===== src/rtl/serial_subtractor_if.sv =====
// serial_subtractor_if: start/busy/done handshake and operand/result bus
// for the bit-serial subtractor. Building with SERSUB_OVF_EN adds the
// signed-overflow flag ovf.
interface serial_subtractor_if #(
  parameter int WIDTH = 8
);
  logic             start;
  logic [WIDTH-1:0] a;
  logic [WIDTH-1:0] b;
  logic             busy;
  logic             done;
  logic [WIDTH-1:0] diff;
  logic             bor;
`ifdef SERSUB_OVF_EN
  logic             ovf;

  modport master (output start, a, b, input busy, done, diff, bor, ovf);
  modport slave  (input start, a, b, output busy, done, diff, bor, ovf);
`else
  modport master (output start, a, b, input busy, done, diff, bor);
  modport slave  (input start, a, b, output busy, done, diff, bor);
`endif
endinterface


===== src/rtl/serial_subtractor.sv =====
// serial_subtractor: bit-serial unsigned a - b, LSB first, one bit per clock.
// Each bit goes through two cascaded half-subtractors plus a registered
// borrow. The result is published on diff/bor with a one-cycle done pulse.
// The optional macro SERSUB_OVF_EN adds the two's-complement overflow output ovf.
module serial_subtractor #(
  parameter int WIDTH = 8
) (
  input logic               clk,
  input logic               rst,
  serial_subtractor_if.slave bus
);

  localparam int CNT_W = (WIDTH > 1) ? $clog2(WIDTH) : 1;
  localparam logic [CNT_W-1:0] LAST_BIT = CNT_W'(WIDTH - 1);

  typedef enum logic {
    IDLE = 1'b0,
    RUN  = 1'b1
  } state_t;

  state_t           state;
  state_t           state_next;
  logic             load;
  logic             step;
  logic             finish;

  logic [WIDTH-1:0] a_sr;
  logic [WIDTH-1:0] b_sr;
  logic [WIDTH-2:0] res_sr;
  logic [CNT_W-1:0] cnt;
  logic             borrow;

  logic             done_q;
  logic [WIDTH-1:0] diff_q;
  logic             bor_q;

  logic             hs1_d;
  logic             hs1_b;
  logic             hs2_b;
  logic             d_bit;
  logic             borrow_next;
  logic [WIDTH-1:0] res_cat;

`ifdef SERSUB_OVF_EN
  logic             a_msb;
  logic             b_msb;
  logic             ovf_q;
`endif

  // State register; reset always returns to IDLE.
  always_ff @(posedge clk) begin
    if (rst) state <= IDLE;
    else     state <= state_next;
  end

  // Next-state logic and the load/step/finish strobes for the datapath.
  always_comb begin
    state_next = state;
    load       = 1'b0;
    step       = 1'b0;
    finish     = 1'b0;
    case (state)
      IDLE: begin
        if (bus.start) begin
          load       = 1'b1;
          state_next = RUN;
        end
      end
      RUN: begin
        step = 1'b1;
        if (cnt == LAST_BIT) begin
          finish     = 1'b1;
          state_next = IDLE;
        end
      end
      default: state_next = IDLE;
    endcase
  end

  // One full-subtractor step built from two half-subtractors on the current LSBs.
  always_comb begin
    hs1_d       = a_sr[0] ^ b_sr[0];
    hs1_b       = ~a_sr[0] & b_sr[0];
    d_bit       = hs1_d ^ borrow;
    hs2_b       = ~hs1_d & borrow;
    borrow_next = hs1_b | hs2_b;
    res_cat     = {d_bit, res_sr};
  end

  // Operand/result shifting, bit counter, borrow flop and result publication.
  always_ff @(posedge clk) begin
    if (rst) begin
      a_sr   <= '0;
      b_sr   <= '0;
      res_sr <= '0;
      cnt    <= '0;
      borrow <= 1'b0;
      done_q <= 1'b0;
      diff_q <= '0;
      bor_q  <= 1'b0;
`ifdef SERSUB_OVF_EN
      a_msb  <= 1'b0;
      b_msb  <= 1'b0;
      ovf_q  <= 1'b0;
`endif
    end else begin
      done_q <= 1'b0;
      if (load) begin
        a_sr   <= bus.a;
        b_sr   <= bus.b;
        res_sr <= '0;
        cnt    <= '0;
        borrow <= 1'b0;
`ifdef SERSUB_OVF_EN
        a_msb  <= bus.a[WIDTH-1];
        b_msb  <= bus.b[WIDTH-1];
`endif
      end
      if (step) begin
        a_sr   <= a_sr >> 1;
        b_sr   <= b_sr >> 1;
        res_sr <= res_cat[WIDTH-1:1];
        cnt    <= cnt + 1'b1;
        borrow <= borrow_next;
      end
      if (finish) begin
        diff_q <= res_cat;
        bor_q  <= borrow_next;
        done_q <= 1'b1;
`ifdef SERSUB_OVF_EN
        ovf_q  <= (a_msb != b_msb) && (d_bit != a_msb);
`endif
      end
    end
  end

  assign bus.busy = (state == RUN);
  assign bus.done = done_q;
  assign bus.diff = diff_q;
  assign bus.bor  = bor_q;
`ifdef SERSUB_OVF_EN
  assign bus.ovf  = ovf_q;
`endif

endmodule

===== src/flat_wrapper.sv =====
// flat-port wrapper written by rule: the top's interface ports become plain ports
module serial_subtractor_flat 
#(
  parameter int WIDTH = 8
)
  (clk, rst, bus_start, bus_a, bus_b, bus_busy, bus_done, bus_diff, bus_bor);
  serial_subtractor_if #(.WIDTH(WIDTH)) bus_i ();
  input logic clk;
  input logic rst;
  input wire logic [$bits(bus_i.start)-1:0] bus_start;
  input wire logic [$bits(bus_i.a)-1:0] bus_a;
  input wire logic [$bits(bus_i.b)-1:0] bus_b;
  output wire logic [$bits(bus_i.busy)-1:0] bus_busy;
  output wire logic [$bits(bus_i.done)-1:0] bus_done;
  output wire logic [$bits(bus_i.diff)-1:0] bus_diff;
  output wire logic [$bits(bus_i.bor)-1:0] bus_bor;
  assign bus_i.start = bus_start;
  assign bus_i.a = bus_a;
  assign bus_i.b = bus_b;
  assign bus_busy = bus_i.busy;
  assign bus_done = bus_i.done;
  assign bus_diff = bus_i.diff;
  assign bus_bor = bus_i.bor;
  serial_subtractor #(.WIDTH(WIDTH)) u_core (.clk(clk), .rst(rst), .bus(bus_i));
endmodule

===== config.mk =====
export PLATFORM = sky130hd
export DESIGN_NAME = serial_subtractor_flat
export DESIGN_NICKNAME = d
export VERILOG_FILES = /design/src/rtl/serial_subtractor_if.sv /design/src/rtl/serial_subtractor.sv /design/src/flat_wrapper.sv
export SDC_FILE = /design/constraint.sdc
export NUM_CORES = 1
export LEC_CHECK = 0
export CORE_AREA = 5 5 62 64
export CTS_BUF_LIST = sky130_fd_sc_hd__clkbuf_8 sky130_fd_sc_hd__clkbuf_16
export DETAILED_ROUTE_END_ITERATION = 16
export DIE_AREA = 0 0 67 69
export PLACE_DENSITY = 0.9
export REMOVE_ABC_BUFFERS = 1
export SYNTH_ARGS = -nofsm -noshare
export SYNTH_HDL_FRONTEND = slang
export SYNTH_SLANG_ARGS = --single-unit

===== constraint.sdc =====
create_clock -name clk -period 3.7 [get_ports clk]
set_input_delay 0.555 -clock clk [delete_from_list [all_inputs] [get_ports clk]]
set_output_delay 0.555 -clock clk [all_outputs]
set_load 0.01 [all_outputs]

==> flow_summary.ini <==
[run_status]
status = finished clean

[logic_synthesis]
synth-simple-area-share = 0.1743
synthesis.area_sq_um = 1673
synth_top_family_by_area = compound AO/OA/AOI/OAI gates
syn-mean-instance-area_sq_um = 9.899
ys_seq_elements = 38
synth_fa_ha_area_frac = 0.02693
ys_top_cells_by_count = dfxtp_1, a21oi_1, mux2i_1
synth_top_cell_area_share = 0.4547
seq_area_frac_synth = 0.4547
synth.most_common_cell = dfxtp_1
synthMuxAreaShare = 0.09574
synthXorXnorAreaFrac = 0
synth_cells = 169
ys_async_sr_fraction = 0
synth_compound_area_frac = 0.1803
yosysUniqueCellTypes = 23
synth-edff-count = 0
yosysTopAreaCell = dfxtp_1
synth_ff_type = dfxtp_1
synth_area_leaders = dfxtp_1, mux2i_1, a211oi_1, a21oi_1, or3b_1
yosys_warnings = 0

[die]
num_rows = 21
die-height_um = 69
die_area_sq_um = 4623
die_w_um = 67
num_io_pins = 30
start_util = 0.5176
core_area_sq_um = 3232

[place]
placed_area_sq_um = 1941
place_hpwl_um = 1929
port_buffers = 29
gp_congestion = 0.6801
place_ws_ns = 1.610
place_inst = 231

[setup_path]
reg2reg_slack_ns = 2.12
critical_path_class = input pin to flip-flop
end_kind = flip-flop
cp_data_arrival_time_ns = 1.91
start_kind = input pin
critPathRequiredTime_ns = 3.84
path_max_fanout = 21

[routing]
routed_via_density = 5.172
drt_first_iter_violations = 86
wl_per_cell_um = 12.34
vias = 1236
drc_errors = 0
ant_nets = 0
dr.pass1.iters = 4
drt_wl_total_um = 2949

[sta]
finalHoldViolations = 0
rsz0062_at_grt = no
finalClockSkew_ns = 0.003976
fin_crit_ns = 1.775
slew_headroom = 0.5070
setup_viol_count_final = 0
timing.final.ws_setup_ns = 1.925
tns_ns = 0
worstMarginPinSlew_ns = 0.7371
finalMaxSlewViolations = 0
max_freq_mhz = 563.4
whs_ns = 0.4638
period_share = 0.4798

[clocking]
cts.clk_slew.worst_paths_ns = 0.07
h-tree-depth = 2
root_buffer = clkbuf_8
cts_tree = done
hold_buffers = 0
clk_latency_ns = 0.29
cts_resized = 0
numCtsBuffers = 5
cts.sinks = 38
post_cts.repair.setup_buffers = 0
ctsLongestPathBuffers = 2

[pwr]
leakagePower_nw = 0.7528
peakVddDrop_mv = 0.2688
power_density_nw_per_um2 = 399.7

[cells_and_area]
syn_to_final_growth_pct = 21.47
drive_gt1_frac = 0.09845
fin_nets = 214
final_cell_area_sq_um = 2032
antennaDiodeCount = 0
stdcell_count = 239

[grt]
grt_max_degree = 61
antenna_found_initial = 0
grt_pass1_vias = 1126
grt_pass1_wl_um = 4940
overflow = 0
grt_util_all_layers = 0.1370

[hold_path]
hp-class = flip-flop to flip-flop

[flow_run]
cap_violations = 0
flip-flops by register name, summed over array words and instances (netlist names):
name / flops
u_core.a_sr: 8
u_core.b_sr: 8
u_core.borrow: 1
u_core.bus.bor: 1
u_core.bus.busy: 1
u_core.bus.diff: 8
u_core.bus.done: 1
u_core.cnt: 3
u_core.res_sr: 7
layout make-up:
cell class / count / area, sq um
timing repair buffer: 32 / 312.8
multi-input combinational: 112 / 798.3
fill: 277 / 1200
tap: 46 / 57.56
clock buffer: 6 / 82.58
clock inverter: 2 / 8.758
inverter: 3 / 11.26
sequential: 38 / 760.7
cells in the final DEF (no fill, tap or decap), drive strengths merged, types with 2 or more instances in the layout:
cell / Yosys / routed
buf: 11 / 3
a21bo: 8 / 8
inv: 3 / 4
a21oi: 20 / 20
nand2: 10 / 10
nand3: 8 / 8
nor2: 2 / 2
nand2b: 2 / 2
nor2b: 14 / 14
ha: 2 / 2
mux2i: 16 / 16
dfxtp: 38 / 38
clkdlybuf4s50: 0 / 29
clkbuf: 5 / 6
or3b: 11 / 11
a211oi: 15 / 15
nor3: 2 / 2
critical path, cell delays in order:
cell and delay (ns):
clkdlybuf4s50_1 0.95, buf_4 0.34, a311oi_1 0.06
where the power goes:
group | switching [mW] | leakage (nW) | total (mW) | internal, mW
clock | 0.137 | 0.0524 | 0.285 | 0.147
sequential | 0.00941 | 0.310 | 0.436 | 0.427
combinational | 0.0450 | 0.390 | 0.0911 | 0.0461
total | 0.192 | 0.753 | 0.812 | 0.620
metal layers:
metal,track usage,up-vias,wire (um)
met5,0,-,0
met4,0.06081,0,49
met3,0.05682,6,189
met2,0.1987,32,1299
met1,0.1751,554,1410
li1,-,644,-
per-stage QoR:
stage                 util  total power [mW]
detailed placement  0.6005            0.5373
global placement    0.6005            0.5333
global route        0.6287            0.8505
finish              0.6287            0.8122
floorplan                -            0.4897
CTS                 0.6287            0.8223
logic make-up after synthesis:
kind of cell / count (synthesis)
buffers and inverters: 19
adder cells (fa/ha/maj): 3
multiplexers: 16
AND/OR/NAND/NOR: 49
flip-flops: 38
AO/OA/AOI/OAI: 44
path summary, 6_finish.rpt:
path | start | end | depth (start not counted)
worst max register to register | u_core.cnt[0] | u_core.bus.bor | 4
worst max-delay path | rst | u_core.bus.bor | 3
worst min-delay path | u_core.res_sr[5] | u_core.res_sr[4] | 2
worst min register to register | u_core.res_sr[5] | u_core.res_sr[4] | 2
Note: power is estimated with default switching activity, not from simulation.
